## src/rtl/usb_rx_pkg.sv

```systemverilog
// Shared definitions for the USB receive bit controller: FSM states,
// line-state encodings ({D+, D-}) and the SYNC pattern.
package usb_rx_pkg;

    typedef enum logic [2:0] {
        ST_IDLE = 3'd0,
        ST_SYNC = 3'd1,
        ST_DATA = 3'd2,
        ST_EOP  = 3'd3,
        ST_ERR  = 3'd4
    } state_t;

    localparam logic [1:0] LINE_J   = 2'b10;
    localparam logic [1:0] LINE_K   = 2'b01;
    localparam logic [1:0] LINE_SE0 = 2'b00;
    localparam logic [1:0] LINE_SE1 = 2'b11;

    localparam logic [7:0] SYNC_PATTERN = 8'h80;

    // NRZI: an unchanged level means 1, a change means 0.
    function automatic logic nrzi_bit(input logic cur, input logic prev);
        return ~(cur ^ prev);
    endfunction

endpackage

```

## src/rtl/usb_bit_timer.sv

```systemverilog
// Free-running bit-period counter with edge reload; strobes at mid-bit.
module usb_bit_timer #(
    parameter int CLKS_PER_BIT = 8
) (
    input  logic clk,
    input  logic n_rst,
    input  logic run_i,
    input  logic reload_i,
    output logic sample_o
);

    localparam int CNT_W = $clog2(CLKS_PER_BIT);

    logic [CNT_W-1:0] cnt_q;

    // Count 0..CLKS_PER_BIT-1; held at zero while idle, zeroed on a line edge.
    always_ff @(posedge clk or negedge n_rst) begin
        if (!n_rst) begin
            cnt_q <= CNT_W'(0);
        end else if (!run_i || reload_i) begin
            cnt_q <= CNT_W'(0);
        end else if (cnt_q == CNT_W'(CLKS_PER_BIT - 1)) begin
            cnt_q <= CNT_W'(0);
        end else begin
            cnt_q <= cnt_q + CNT_W'(1);
        end
    end

    assign sample_o = run_i && (cnt_q == CNT_W'(CLKS_PER_BIT / 2 - 1));

endmodule

```

## src/rtl/usb_rx_bit_ctrl.sv

```systemverilog
// USB full/low-speed receive bit controller: SYNC detect, NRZI decode,
// bit-unstuffing, byte assembly and EOP/error tracking.
module usb_rx_bit_ctrl
    import usb_rx_pkg::*;
#(
    parameter int CLKS_PER_BIT = 8
) (
    input  logic       clk,
    input  logic       n_rst,
    input  logic       d_plus_sync,
    input  logic       d_minus_sync,
    output logic [7:0] rx_data,
    output logic       byte_valid,
    output logic       rcving,
    output logic       eop,
    output logic       rx_error
);

    state_t     state_q;
    logic       dp_prev_q;
    logic       prev_smp_q;
    logic [2:0] ones_q;
    logic [2:0] bit_cnt_q;
    logic [7:0] shift_q;
    logic       eop_ph_q;
    logic [7:0] rx_data_q;
    logic       byte_valid_q;
    logic       rcving_q;
    logic       eop_q;
    logic       rx_error_q;

    logic [1:0] line_s;
    logic       dp_edge_s;
    logic       run_s;
    logic       sample_s;
    logic       bit_s;
    logic       stuff_s;
    logic [7:0] shift_nx_s;

    // Line decode and next-shift value derived from the current sample.
    always_comb begin
        line_s     = {d_plus_sync, d_minus_sync};
        dp_edge_s  = d_plus_sync ^ dp_prev_q;
        run_s      = (state_q != ST_IDLE);
        bit_s      = nrzi_bit(d_plus_sync, prev_smp_q);
        stuff_s    = (ones_q == 3'd6);
        shift_nx_s = {bit_s, shift_q[7:1]};
    end

    usb_bit_timer #(
        .CLKS_PER_BIT(CLKS_PER_BIT)
    ) u_bit_timer (
        .clk      (clk),
        .n_rst    (n_rst),
        .run_i    (run_s),
        .reload_i (dp_edge_s),
        .sample_o (sample_s)
    );

    // Receive FSM with registered outputs.
    always_ff @(posedge clk or negedge n_rst) begin
        if (!n_rst) begin
            state_q      <= ST_IDLE;
            dp_prev_q    <= 1'b1;
            prev_smp_q   <= 1'b1;
            ones_q       <= 3'd0;
            bit_cnt_q    <= 3'd0;
            shift_q      <= 8'h00;
            eop_ph_q     <= 1'b0;
            rx_data_q    <= 8'h00;
            byte_valid_q <= 1'b0;
            rcving_q     <= 1'b0;
            eop_q        <= 1'b0;
            rx_error_q   <= 1'b0;
        end else begin
            dp_prev_q    <= d_plus_sync;
            byte_valid_q <= 1'b0;
            eop_q        <= 1'b0;
            case (state_q)
                ST_IDLE: begin
                    if (dp_prev_q && (line_s == LINE_K)) begin
                        state_q    <= ST_SYNC;
                        rcving_q   <= 1'b1;
                        rx_error_q <= 1'b0;
                        prev_smp_q <= 1'b1;
                        ones_q     <= 3'd0;
                        bit_cnt_q  <= 3'd0;
                        shift_q    <= 8'h00;
                    end
                end
                ST_SYNC, ST_DATA: begin
                    if (sample_s) begin
                        if (line_s == LINE_SE1) begin
                            state_q <= ST_ERR;
                        end else if (line_s == LINE_SE0) begin
                            if ((state_q == ST_DATA) && (bit_cnt_q == 3'd0)) begin
                                state_q  <= ST_EOP;
                                eop_ph_q <= 1'b0;
                            end else begin
                                state_q <= ST_ERR;
                            end
                        end else begin
                            prev_smp_q <= d_plus_sync;
                            if (stuff_s) begin
                                // Stuffed bit is dropped; a 1 here is a stuffing violation.
                                if (bit_s) begin
                                    state_q <= ST_ERR;
                                end else begin
                                    ones_q <= 3'd0;
                                end
                            end else begin
                                shift_q   <= shift_nx_s;
                                bit_cnt_q <= bit_cnt_q + 3'd1;
                                ones_q    <= bit_s ? (ones_q + 3'd1) : 3'd0;
                                if (bit_cnt_q == 3'd7) begin
                                    if (state_q == ST_SYNC) begin
                                        state_q <= (shift_nx_s == SYNC_PATTERN) ? ST_DATA : ST_ERR;
                                    end else begin
                                        rx_data_q    <= shift_nx_s;
                                        byte_valid_q <= 1'b1;
                                    end
                                end
                            end
                        end
                    end
                end
                ST_EOP: begin
                    if (sample_s) begin
                        if (!eop_ph_q) begin
                            if (line_s == LINE_SE0) begin
                                eop_ph_q <= 1'b1;
                            end else begin
                                state_q <= ST_ERR;
                            end
                        end else if (line_s == LINE_J) begin
                            eop_q    <= 1'b1;
                            rcving_q <= 1'b0;
                            state_q  <= ST_IDLE;
                        end else begin
                            state_q <= ST_ERR;
                        end
                    end
                end
                ST_ERR: begin
                    rx_error_q <= 1'b1;
                    if (sample_s && (line_s == LINE_J)) begin
                        rcving_q <= 1'b0;
                        state_q  <= ST_IDLE;
                    end
                end
                default: begin
                    state_q <= ST_IDLE;
                end
            endcase
        end
    end

    assign rx_data    = rx_data_q;
    assign byte_valid = byte_valid_q;
    assign rcving     = rcving_q;
    assign eop        = eop_q;
    assign rx_error   = rx_error_q;

endmodule

```

## config.mk

```make
export PLATFORM = sky130hd
export DESIGN_NAME = usb_rx_bit_ctrl
export DESIGN_NICKNAME = d
export VERILOG_FILES = /design/src/rtl/usb_rx_pkg.sv /design/src/rtl/usb_bit_timer.sv /design/src/rtl/usb_rx_bit_ctrl.sv
export SDC_FILE = /design/constraint.sdc
export NUM_CORES = 1
export LEC_CHECK = 0
export ABC_AREA = 1
export BUFFER_PORTS_ARGS = -buffer_cell sky130_fd_sc_hd__buf_2
export CAP_MARGIN = 20
export CORE_ASPECT_RATIO = 1.75
export CORE_MARGIN = 2
export CORE_UTILIZATION = 49
export CTS_BUF_LIST = sky130_fd_sc_hd__clkbuf_8
export CTS_CLUSTER_SIZE = 40
export DETAILED_ROUTE_END_ITERATION = 8
export PLACE_DENSITY = 0.64
export SYNTH_ARGS = -nofsm -noshare
export SYNTH_HDL_FRONTEND = slang
export SYNTH_SLANG_ARGS = --single-unit
```

## constraint.sdc

```tcl
create_clock -name clk -period 1.75 [get_ports clk]
set_input_delay 0.175 -clock clk [delete_from_list [all_inputs] [get_ports clk]]
set_output_delay 0.175 -clock clk [all_outputs]
set_load 0.1 [all_outputs]
```

Yosys cells after proc, flatten, opt, wreduce, memory -nomap -nowiden. Index checks and enable logic that the tools add are counted.

Output and inout bits: 12. Logic and storage cells: 142. Flip-flop bits (word level): 35.

Add/sub/neg operators: 3. Reduce and logical (&&, ||, !) cells: 23. Bitwise logic cells: 7. Multiplexer cells: 68. Equality and inequality tests: 28.

Operator list (number): $mux W3 (28); $mux W8 (5); $mux W1 (27); $reduce_and A6 Y1 (4); $ne A2 B2 Y1 const B (11); $pmux W8 S2 (1); $ne A5 B5 Y1 const B (3); $eq A3 B3 Y1 const B (4); $pmux W3 S2 (2); $pmux W3 S4 (1); $add A3 B1 Y3 const B (3); $eq A3 B2 Y1 const B (3); $eq A8 B8 Y1 const B (1); $reduce_and A8 Y1 (1); $reduce_and A7 Y1 (1); $logic_not A3 Y1 (2); $ne A3 B3 Y1 const B (2); $pmux W1 S2 (3); $reduce_bool A2 Y1 (3); $reduce_bool A3 Y1 (2); $not A1 Y1 (5); $reduce_and A5 Y1 (1); $eq A2 B2 Y1 const B (2); $logic_and A1 B1 Y1 (4); 9 further kinds (10).

Depth between registers and ports, before layout.
Word-level depth: 11. Depth in mapped cells: 12.

Cells and area by module. Synthesis repeated with hierarchy kept, for this count alone.

Cells, all modules: 255. Area, all modules: 1973.1 um^2.

By module, submodules not included: usb_rx_bit_ctrl (cells an instance 237, instances 1, area each 1815.5 um^2); usb_bit_timer (cells an instance 18, instances 1, area each 157.7 um^2).

Worst setup path after synthesis. OpenSTA, ideal clock, no wires.

Path type: register to register. Start point: register ones_q[0]. End point: register rx_data_q[7] (netlist: rx_data[7]). Buffers on the path: 1. Stages on the path, launching flop included: 12. Library setup time: 0.125 ns. Setup slack: 0.152 ns. Arrival time: 1.473 ns. Cell sequence: dfrtp_1 > inv_1 > ha_1 > nand2_2 > inv_2 > nor2_1 > nand2_1 > nor2_1 > nand3_2 > buf_2 > nand2_1 > o21ai_1.

Word-level cells in the longest chain between the ends: 3.

Ends and longest elaborated chain: start: declaration (line usb_rx_bit_ctrl.sv:22) `logic [2:0] ones_q;`; start signal: assignment (line usb_rx_bit_ctrl.sv:114) `ones_q <= bit_s ? (ones_q + 3'd1) : 3'd0;`; $eq A3 B3 Y1 (line usb_rx_bit_ctrl.sv:46) `stuff_s = (ones_q == 3'd6);`; $not A1 Y1 (no line); $reduce_and A7 Y1 (no line); end signal: assignment (line usb_rx_bit_ctrl.sv:119) `rx_data_q <= shift_nx_s;`; end: declaration (line usb_rx_bit_ctrl.sv:26) `logic [7:0] rx_data_q;`.

No other way between the ends. A chain may end at the register's enable or synchronous reset.

Worst setup path in the final report.
Start point: register state_q[2]. End point: register prev_smp_q.

Word-level cells in the longest chain between the ends: 4. Elaborated cells between the ends (all ways): 13. Those cells by class: eq/ne: 6; mux: 1; reduce/logical: 6.

Ends and longest elaborated chain: start: declaration (line usb_rx_bit_ctrl.sv:19) `state_t state_q;`; start signal: assignment (line usb_rx_bit_ctrl.sv:117) `state_q <= (shift_nx_s == SYNC_PATTERN) ? ST_DATA : ST_ERR;`; $eq A3 B2 Y1, or another cell as far along (line usb_rx_bit_ctrl.sv:79) `case (state_q)`; $reduce_or A2 Y1 / $logic_and A1 B1 Y1 (equally long branches) (line usb_rx_bit_ctrl.sv:79, usb_bit_timer.sv:29); $ne A2 B2 Y1 (no line) / $reduce_bool A2 Y1 (equally long branches); $reduce_and A5 Y1 (no line); end signal: assignment (line usb_rx_bit_ctrl.sv:103) `prev_smp_q <= d_plus_sync;`; end: declaration (line usb_rx_bit_ctrl.sv:21) `logic prev_smp_q;`.

Parallel ways exist; a longest one is shown, timed or not.

==> results.toml <==
[routing]
wire_per_inst_um = 13.2
dr.pass1.iters = 4
drtIter0Drc = 51
drc_errors = 0
via_per_inst = 5.09
via_count = 1727
routed_wirelength_um = 4470
antenna_left = 0

[setup_path]
required_ns = 1.96
cp.arrival_ns = 1.86
end_kind = "flip-flop"
startpoint = "state_q[2]$_DFFE_PN0P_"
start_kind = "flip-flop"
crit_type = "flip-flop to flip-flop"
r2r-start = "state_q[2]$_DFFE_PN0P_"
critPathMaxFanout = 7

[power_and_ir_drop]
switching_share_pct = 45.8
clkPwrFrac_pct = 16.9
pwr-share-comb_pct = 52.9
cellLeakagePower_nw = 1.26
p_sw_mw = 1.65
p_seq_share_pct = 30.2
peakVddDrop_uv = 911
intPower_mw = 1.95
pwr_density_cell_nw_per_um2 = 1530

[global_routing]
first_global_vias = 1596
grt_max_degree = 35
antenna_found_initial = 0
gr-total-overflow = 0
grt_pass1_wl_um = 7160
grt_usage_pct = 21.5

[hold_path]
hold_path.class = "input port to flip-flop"
min-delay-start = "d_plus_sync"

[die]
chipHeight_um = 87.7
coreArea_sq_um = 3870
num_io_pins = 16
dieArea_sq_um = 4540
start_util_pct = 50.7
die_w_um = 51.8
num_rows = 30

[synth]
ys_seq_area_share_pct = 43.6
synth.distinct_cells = 30
ys_ff_latch = 34
syn_inst = 252
async_reset_ff_share_pct = 100
syn_nets = 268
synth_edf_count = 0
yosysTopAreaCell = "dfrtp_1"
syn_area_sq_um = 1960
synth.area.top_cells = "dfrtp_1 41%, nand2_1 16%, ha_1 7.7%, nand3_1 5.4%, nor2_1 5.0%"
ys.flop_type = "dfrtp_1"
yosysTopAreaCellShare_pct = 40.9
avgSynthCellArea_sq_um = 7.78
yosys_warnings = 0

[clock_network]
path_clk_slew_ns = 0.07
cts_sinks = 34
cts-root-buf = "clkbuf_8"
cts_made_buffers = 5
clk_path_buf_depth = 2
cts_max_level = 2
cts_tree = "yes"
insertion_delay_ns = 0.29

[layout]
nets = 306
drive_above_1_share_pct = 22.7
diodes = 0
area_growth_pct = 20.5
final_cell_area_sq_um = 2360
layout_common_cells = "83 x nand2_1, 30 x dfrtp_1, 24 x inv_1"
mostFrequentLayoutCell = "nand2_1"
fillers = 379

[timing]
setup-tns-final_ns = 0
max_freq_mhz = 606
period_needed_ns = 1.65
finalCritPeriodShare_pct = 94.4
worst_pin_slew_ns = 0.494
slew_headroom_pct = 67.3
maxSlewViolCount = 0
setup_viol = 0
finClkSkew_ns = 0.00711
final_hold_viol_count = 0
setup_ws_ns = 0.0986

[place]
gp_congestion = 0.922
pre_cts_ws_ns = 0.00850
hpwl_um = 3220
place_area_sq_um = 2140
io_buffer_count = 15

[flow_run]
drv_cap = 0

[run_status]
status = "finished, final reports clean"
## worst max-delay path, stage by stage (launching register included)
cell and delay (ns):
dfrtp_1 0.45, inv_4 0.13, nand3_2 0.09, nand2_1 0.20
nand2_1 0.13, nand2_2 0.10, a21oi_4 0.05, buf_4 0.15
buf_4 0.12, o21ai_0 0.05, o21ai_0 0.10
## metal layers
layer	track usage [%]	up-vias	share of wire, %
met1	23.0	800	39
met3	3.75	15	2.8
met2	39.7	36	55
met4	10.3	0	3.3
li1	-	876	-
met5	0	-	0
## state kept, by name, summed over array words and instances, names as in the netlist, 3 cells and up
register           count
shift_q                7
rx_data                8
u_bit_timer.cnt_q      3
state_q                3
ones_q                 3
bit_cnt_q              3
## through the flow
stage | cells | power [mW] | utilization, % | hold WS (ns)
floorplan | 252 | 2.36 | - | -0.121
global placement | 322 | 2.78 | 55.4 | 0.234
detailed placement | 322 | 2.78 | 55.4 | 0.234
CTS | 331 | 3.40 | 58.1 | 0.142
global route | 339 | 3.86 | 61.1 | 0.150
finish | 339 | 3.61 | 61.1 | 0.148
## synth_stat cells, types with 2 or more instances
cell type   n
nand2_1    85
dfrtp_1    32
nor2_1     26
inv_1      24
nand3_1    21
ha_1       12
o21ai_0    11
o21ai_1     5
nand3b_1    4
nor3_1      4
buf_6       3
buf_2       2
dfstp_2     2
inv_2       2
nand2_2     2
nand3_2     2
nand4_1     2
## path summary, 6_finish.rpt
kind / cells past startpoint / slack [ns] / end
setup / recovery: 10 / 0.1 / prev_smp_q$_DFFE_PN1P_
hold / removal: 2 / 0.15 / dp_prev_q$_DFF_PN1_
setup reg to reg: 10 / 0.1 / prev_smp_q$_DFFE_PN1P_
hold reg to reg: 1 / 0.45 / u_bit_timer.cnt_q[0]$_DFF_PN0_
max in group asynchronous: 3 / 0.97 / state_q[0]$_DFFE_PN0P_
min in group asynchronous: 3 / 0.44 / rx_error$_DFFE_PN0P_
## power by group through the flow
stage	combinational (mW)	sequential (mW)	clock, mW
finish	1.91	1.09	0.610
global route	2.10	1.11	0.650
CTS	1.69	1.09	0.625
detailed placement	1.68	1.10	0
global placement	1.68	1.10	0
floorplan	1.15	1.20	0
## logic make-up after synthesis
| family | share of synthesized area (%) |
|---|---|
| AND/OR/NAND/NOR | 33.8 |
| AO/OA/AOI/OAI | 5.94 |
| buffers and inverters | 8.11 |
| flip-flops | 43.6 |
| XOR/XNOR | 0.894 |
| adder cells (fa/ha/maj) | 7.66 |
## timing repair
action | in CTS | in global routing
hold buffers | 1 | 0
resized for setup | 1 | 12
buffers inserted | 0 | 6
gates cloned | 0 | 2
endpoints found under the setup margin | 4 | 25
endpoints found under the hold margin | 32 | 0
pin swaps | 0 | 2
## area by class of cell
| cell class | instances | area [sq um] | area share [%] |
|---|---|---|---|
| multi-input cells | 186 | 1010 | 43.0 |
| clock buffers | 6 | 82.6 | 3.50 |
| well taps | 48 | 60.1 | 2.54 |
| repair buffers | 35 | 228 | 9.64 |
| inverters | 28 | 108 | 4.56 |
| clock inverters | 2 | 12.5 | 0.530 |
| flip-flops and latches | 34 | 856 | 36.2 |
Power figures use the tool's default switching activity.
